--- config.mk ---
export PLATFORM = sky130hd
export DESIGN_NAME = uart_rx_os
export DESIGN_NICKNAME = d
export VERILOG_FILES = /design/src/rtl/uart_pkg.sv /design/src/rtl/uart_sync2.sv /design/src/rtl/uart_rx_os.sv
export SDC_FILE = /design/constraint.sdc
export NUM_CORES = 1
export LEC_CHECK = 0
export CORE_MARGIN = 5
export CORE_UTILIZATION = 30
export CTS_BUF_LIST = sky130_fd_sc_hd__clkbuf_4 sky130_fd_sc_hd__clkbuf_8 sky130_fd_sc_hd__clkbuf_16
export CTS_CLUSTER_SIZE = 16
export DETAILED_ROUTE_END_ITERATION = 16
export GPL_ROUTABILITY_DRIVEN = 1
export PLACE_DENSITY = 0.44
export SYNTH_ARGS = -nofsm -noshare
export SYNTH_HDL_FRONTEND = slang
export SYNTH_SLANG_ARGS = --single-unit
export TNS_END_PERCENT = 1
--- constraint.sdc ---
create_clock -name clk -period 2.3 [get_ports clk]
set_input_delay 0.46 -clock clk [delete_from_list [all_inputs] [get_ports clk]]
set_output_delay 0.46 -clock clk [all_outputs]
set_load 0.1 [all_outputs]
--- src/rtl/uart_pkg.sv ---
// rtl/uart_pkg.sv - shared UART constants, receiver state encoding and parity helper
package uart_pkg;

  localparam logic [1:0] PAR_NONE = 2'd0;
  localparam logic [1:0] PAR_EVEN = 2'd1;
  localparam logic [1:0] PAR_ODD  = 2'd2;

  typedef enum logic [2:0] {
    RX_IDLE   = 3'd0,
    RX_START  = 3'd1,
    RX_DATA   = 3'd2,
    RX_PARITY = 3'd3,
    RX_STOP   = 3'd4
  } rx_state_e;

  // Expected parity bit for up to 9 data bits; callers zero-fill unused upper bits.
  function automatic logic parity_bit(input logic [8:0] data, input logic [1:0] mode);
    case (mode)
      PAR_EVEN: parity_bit = ^data;
      PAR_ODD:  parity_bit = ~^data;
      default:  parity_bit = 1'b0;
    endcase
  endfunction

endpackage

--- src/rtl/uart_sync2.sv ---
// rtl/uart_sync2.sv - two-flop synchronizer with configurable reset value
module uart_sync2 #(
  parameter logic RESET_VAL = 1'b1
) (
  input  logic clk,
  input  logic rst,
  input  logic d_i,
  output logic q_o
);

  logic meta_q;
  logic sync_q;

  always_ff @(posedge clk or posedge rst) begin
    if (rst) begin
      meta_q <= RESET_VAL;
      sync_q <= RESET_VAL;
    end else begin
      meta_q <= d_i;
      sync_q <= meta_q;
    end
  end

  assign q_o = sync_q;

endmodule

--- src/rtl/uart_rx_os.sv ---
// rtl/uart_rx_os.sv - oversampling UART receiver with parity/stop checks and valid/ready output
module uart_rx_os
  import uart_pkg::*;
#(
  parameter int DATA_BITS   = 8,
  parameter int PARITY_MODE = 1,
  parameter int STOP_BITS   = 1,
  parameter int OVERSAMPLE  = 16
) (
  input  logic                 clk,
  input  logic                 rst,
  input  logic                 clk_en,
  input  logic                 rx,
  output logic [DATA_BITS-1:0] dout,
  output logic                 dout_valid,
  input  logic                 dout_ready,
  output logic                 parity_err,
  output logic                 frame_err,
  output logic                 overrun,
  output logic                 rx_busy
);

  localparam int              TW        = $clog2(OVERSAMPLE);
  localparam logic [TW-1:0]   MID_START = TW'(OVERSAMPLE / 2 - 1);
  localparam logic [TW-1:0]   MID_BIT   = TW'(OVERSAMPLE - 1);
  localparam logic [3:0]      LAST_DATA = 4'(DATA_BITS - 1);
  localparam logic [3:0]      LAST_STOP = 4'(STOP_BITS - 1);
  localparam logic [1:0]      PMODE     = (PARITY_MODE == 1) ? PAR_EVEN :
                                          (PARITY_MODE == 2) ? PAR_ODD  : PAR_NONE;

  logic rx_s;

  uart_sync2 #(.RESET_VAL(1'b1)) u_sync (
    .clk (clk),
    .rst (rst),
    .d_i (rx),
    .q_o (rx_s)
  );

  rx_state_e            state_q, state_d;
  logic [TW-1:0]        tcnt_q, tcnt_d;
  logic [3:0]           bcnt_q, bcnt_d;
  logic [DATA_BITS-1:0] shift_q, shift_d;
  logic                 perr_q, perr_d;
  logic                 ferr_q, ferr_d;
  logic [DATA_BITS-1:0] dout_q, dout_d;
  logic                 dvalid_q, dvalid_d;
  logic                 dperr_q, dperr_d;
  logic                 dferr_q, dferr_d;
  logic                 ovr_q, ovr_d;
  logic                 done;
  logic [8:0]           data_ext;

  always_comb begin
    state_d  = state_q;
    tcnt_d   = tcnt_q;
    bcnt_d   = bcnt_q;
    shift_d  = shift_q;
    perr_d   = perr_q;
    ferr_d   = ferr_q;
    dout_d   = dout_q;
    dvalid_d = dvalid_q;
    dperr_d  = dperr_q;
    dferr_d  = dferr_q;
    ovr_d    = ovr_q;
    done     = 1'b0;
    data_ext = '0;
    data_ext[DATA_BITS-1:0] = shift_q;

    if (dvalid_q && dout_ready) begin
      dvalid_d = 1'b0;
      ovr_d    = 1'b0;
    end

    if (clk_en) begin
      tcnt_d = tcnt_q + 1'b1;
      case (state_q)
        RX_IDLE: begin
          tcnt_d = '0;
          if (!rx_s) state_d = RX_START;
        end
        RX_START: begin
          if (tcnt_q == MID_START) begin
            tcnt_d = '0;
            if (rx_s) begin
              state_d = RX_IDLE;
            end else begin
              bcnt_d  = '0;
              perr_d  = 1'b0;
              ferr_d  = 1'b0;
              state_d = RX_DATA;
            end
          end
        end
        RX_DATA: begin
          if (tcnt_q == MID_BIT) begin
            tcnt_d  = '0;
            shift_d = {rx_s, shift_q[DATA_BITS-1:1]};
            bcnt_d  = bcnt_q + 1'b1;
            if (bcnt_q == LAST_DATA) begin
              bcnt_d  = '0;
              state_d = (PMODE != PAR_NONE) ? RX_PARITY : RX_STOP;
            end
          end
        end
        RX_PARITY: begin
          // shift_q already holds every data bit by the time the parity bit is sampled
          if (tcnt_q == MID_BIT) begin
            tcnt_d  = '0;
            perr_d  = (rx_s != parity_bit(data_ext, PMODE));
            state_d = RX_STOP;
          end
        end
        RX_STOP: begin
          if (tcnt_q == MID_BIT) begin
            tcnt_d = '0;
            bcnt_d = bcnt_q + 1'b1;
            if (!rx_s) ferr_d = 1'b1;
            if (bcnt_q == LAST_STOP) begin
              bcnt_d  = '0;
              state_d = RX_IDLE;
              done    = 1'b1;
            end
          end
        end
        default: state_d = RX_IDLE;
      endcase
    end

    // A finished frame only replaces the held word if it is free or leaving this cycle.
    if (done) begin
      if (!dvalid_q || dout_ready) begin
        dout_d   = shift_q;
        dperr_d  = perr_q;
        dferr_d  = ferr_q | ~rx_s;
        dvalid_d = 1'b1;
      end else begin
        ovr_d = 1'b1;
      end
    end
  end

  always_ff @(posedge clk or posedge rst) begin
    if (rst) begin
      state_q  <= RX_IDLE;
      tcnt_q   <= '0;
      bcnt_q   <= '0;
      shift_q  <= '0;
      perr_q   <= 1'b0;
      ferr_q   <= 1'b0;
      dout_q   <= '0;
      dvalid_q <= 1'b0;
      dperr_q  <= 1'b0;
      dferr_q  <= 1'b0;
      ovr_q    <= 1'b0;
    end else begin
      state_q  <= state_d;
      tcnt_q   <= tcnt_d;
      bcnt_q   <= bcnt_d;
      shift_q  <= shift_d;
      perr_q   <= perr_d;
      ferr_q   <= ferr_d;
      dout_q   <= dout_d;
      dvalid_q <= dvalid_d;
      dperr_q  <= dperr_d;
      dferr_q  <= dferr_d;
      ovr_q    <= ovr_d;
    end
  end

  assign dout       = dout_q;
  assign dout_valid = dvalid_q;
  assign parity_err = dperr_q;
  assign frame_err  = dferr_q;
  assign overrun    = ovr_q;
  assign rx_busy    = (state_q != RX_IDLE);

endmodule

==> impl_metrics.py <==
metrics = {
    "outcome": {
        "status": "finished, final reports clean",
    },
    "logic_synthesis": {
        "yosys-top-cells-area": "dfrtp_1 47%, mux2_2 13%, nand2_1 3.2%",
        "synth_edf_count": 0,
        "synth_area_sq_um": 1760,
        "synth_cell_types": 41,
        "netlist.top_cell.by_area": "dfrtp_1",
        "ys.flop_type": "dfrtp_1",
        "ys_async_sr_fraction": 1.00,
        "ys_seq_area_frac": 0.500,
        "syn-num-nets": 161,
        "yosys_warnings": 0,
        "synth_top_area_frac": 0.470,
        "synth.avg_cell_area_sq_um": 11.5,
        "ys_ff_latch": 35,
        "syn_inst": 153,
        "synth_commonest_cells": "33 x dfrtp_1, 21 x mux2_2, 15 x nand2_1",
        "synth_most_common_cell": "dfrtp_1",
    },
    "floorplan": {
        "ios": 18,
        "die_w_um": 86.5,
        "die_h_um": 86.5,
        "rows": 27,
        "die_area_sq_um": 7480,
        "start_util": 0.313,
        "core-area_sq_um": 5610,
    },
    "timing": {
        "clock.fmax_mhz": 446,
        "worst_pin_slew_ps": 450,
        "min_period_over_period": 0.975,
        "hold_viol_final": 0,
        "relSlewSlack": 0.700,
        "setup-tns-final_ps": 0,
        "drv_slew": 0,
        "period_minus_slack_ps": 2240,
        "rsz0062_at_grt": "yes",
        "timing.final.ws_setup_ps": 57.0,
        "setup_viol": 0,
        "fin_skew_ps": 6.56,
    },
    "route": {
        "ant_nets": 0,
        "drt_iter0_markers": 95,
        "avgViaCountPerCell": 4.66,
        "first_pass_iters": 4,
        "drc": 0,
        "avgRoutedWirePerCell_um": 13.0,
        "num_vias": 1170,
        "finalWirelength_um": 3270,
    },
    "cts": {
        "clkLatencyLatePin_ps": 280,
        "postCtsResizedCells": 0,
        "htree_levels": 2,
        "cts_buffers": 5,
        "clockBufferDepth": 2,
        "cts_setup_buffers": 0,
        "cts_tree": "yes",
        "root_buffer": "clkbuf_8",
        "cts.clk_slew.worst_paths_ps": 70,
        "cts.sinks": 35,
        "ctsHoldBuffers": 0,
    },
    "pwr": {
        "ir_drop_mv": 0.398,
        "cellPowerDensity_nw_per_um2": 818,
        "power.leakage_nw": 1.03,
    },
    "worst_setup_path": {
        "path_max_fanout": 4,
        "crit_path_end_kind": "register",
        "cp-startpoint": "bcnt_q[0]",
        "rrSetupSlack_ps": 60,
        "worstPathRequired_ps": 2470,
        "crit_slowest_cell": "dfrtp_1",
        "worstPathCellList": "inv_1, ha_1, or3b_4, a32o_2, a2111oi_4, mux2_2",
        "path_buf_inv": 1,
        "r2r_start": "bcnt_q[0]",
        "crit_family": "compound AO/OA/AOI/OAI gates",
        "start_kind": "register",
        "slowest_delay_ps": 410,
        "r2r-end": "state_q[2]",
        "arrival_ps": 2410,
        "path_class": "reg -> reg",
        "r2r_cells": 6,
    },
    "grt": {
        "grt_pass1_wl_um": 5540,
        "first_global_vias": 1128,
        "grt_overflow": 0,
        "grt_max_degree": 36,
        "groute.usage.overall": 0.0950,
        "antenna_found_initial": 0,
    },
    "cells_and_area": {
        "fin_nets": 186,
        "syn_to_final_growth_pct": 21.6,
        "n_antenna_cell": 0,
        "drive_gt1_frac": 0.346,
    },
    "placement": {
        "dp_hpwl_um": 2350,
        "gp_congestion": 0.773,
        "pre_cts_ws_ps": 76.5,
        "io_buffers": 17,
    },
    "worst_hold_path": {
        "hp-class": "reg -> reg",
        "min_path_cells": 0,
        "hp-start": "u_sync.meta_q",
        "holdPathEnd": "u_sync.q_o",
    },
    "flow_run": {
        "max-cap-violations": 0,
    },
}
routing by layer:
metal | vias to the layer above | share of wire | global-route usage
met3 | 2 | 0.040 | 0.0304
li1 | 583 | - | -
met4 | 0 | 0.0070 | 0.0340
met1 | 567 | 0.50 | 0.127
met2 | 18 | 0.45 | 0.144
met5 | - | 0 | 0
sequential cells by signal (all words and copies together), names as in the netlist:
name / count
dout: 8
shift_q: 8
bcnt_q: 4
tcnt_q: 4
state_q: 3
dout_valid: 1
ferr_q: 1
frame_err: 1
overrun: 1
parity_err: 1
perr_q: 1
u_sync.meta_q: 1
u_sync.q_o: 1
cell families (layout without fill, tap and decap cells):
logic type	after synthesis	after routing	share of synthesized area
AND/OR/NAND/NOR	42	42	0.140
adder cells (fa/ha/maj)	3	3	0.0214
flip-flops	35	35	0.500
buffers and inverters	16	42	0.0399
AO/OA/AOI/OAI	25	25	0.108
multiplexers	22	22	0.140
XOR/XNOR	10	10	0.0499
cells in the final DEF, fill, tap and decap left out, types with 2 or more instances in the layout:
cell type,Yosys,final
dfrtp_1,33,33
mux2_2,21,21
buf_4,0,18
nand2_1,15,15
inv_1,11,11
o21ai_0,9,9
xnor2_1,6,6
clkbuf_8,0,6
xor2_1,4,4
nor2_1,4,4
clkdlybuf4s50_1,0,4
nand3_1,3,3
a21oi_1,3,3
nand2b_1,3,3
ha_1,3,3
nand3b_1,2,2
nor3_2,1,2
nor3b_1,2,2
nor3b_2,2,2
a31oi_1,2,2
o31ai_1,2,2
dfstp_2,2,2
how the worst max path moves through the flow:
stage | endpoint | slack (ps) | depth (start not counted)
after detailed placement | state_q[2] | 80 | 6
final | state_q[2] | 60 | 6
after CTS | rx_busy | 10 | 3
after global placement | state_q[0] | 110 | 6
after global routing | state_q[0] | -40 | 6
after floorplan | tcnt_q[0] | 30 | 6
where the power goes:
part | total, mW | switching (mW) | internal [mW]
Combinational | 0.388 | 0.191 | 0.196
Sequential | 0.785 | 0.0873 | 0.698
Clock | 0.573 | 0.223 | 0.351
area by class of cell:
| cell class | count | area [sq um] |
|---|---|---|
| fill | 573 | 3470 |
| sequential | 35 | 878 |
| multi-input combinational | 102 | 812 |
| inverter | 11 | 41.3 |
| clock buffer | 6 | 82.6 |
| tap | 72 | 90.1 |
| clock inverter | 2 | 35.0 |
| timing repair buffer | 23 | 195 |
stage by stage:
stage               power (mW)  utilization  hold slack (ps)  area, sq um  cells
floorplan                 1.09            -              345         1760    153
global placement          1.18        0.359              346         2010    243
detailed placement        1.19        0.359              347         2010    243
CTS                       1.77        0.380              357         2130    251
global route              1.87        0.381              364         2130    251
finish                    1.75        0.381              356         2130    251
worst reg2reg max path, cell delays in order, from the launching register on:
cell and delay (ps):
dfrtp_1 410, inv_1 90, ha_1 150, or3b_4 390, a32o_2 320, a2111oi_4 390
mux2_2 380
Power figures use the tool's default switching activity.
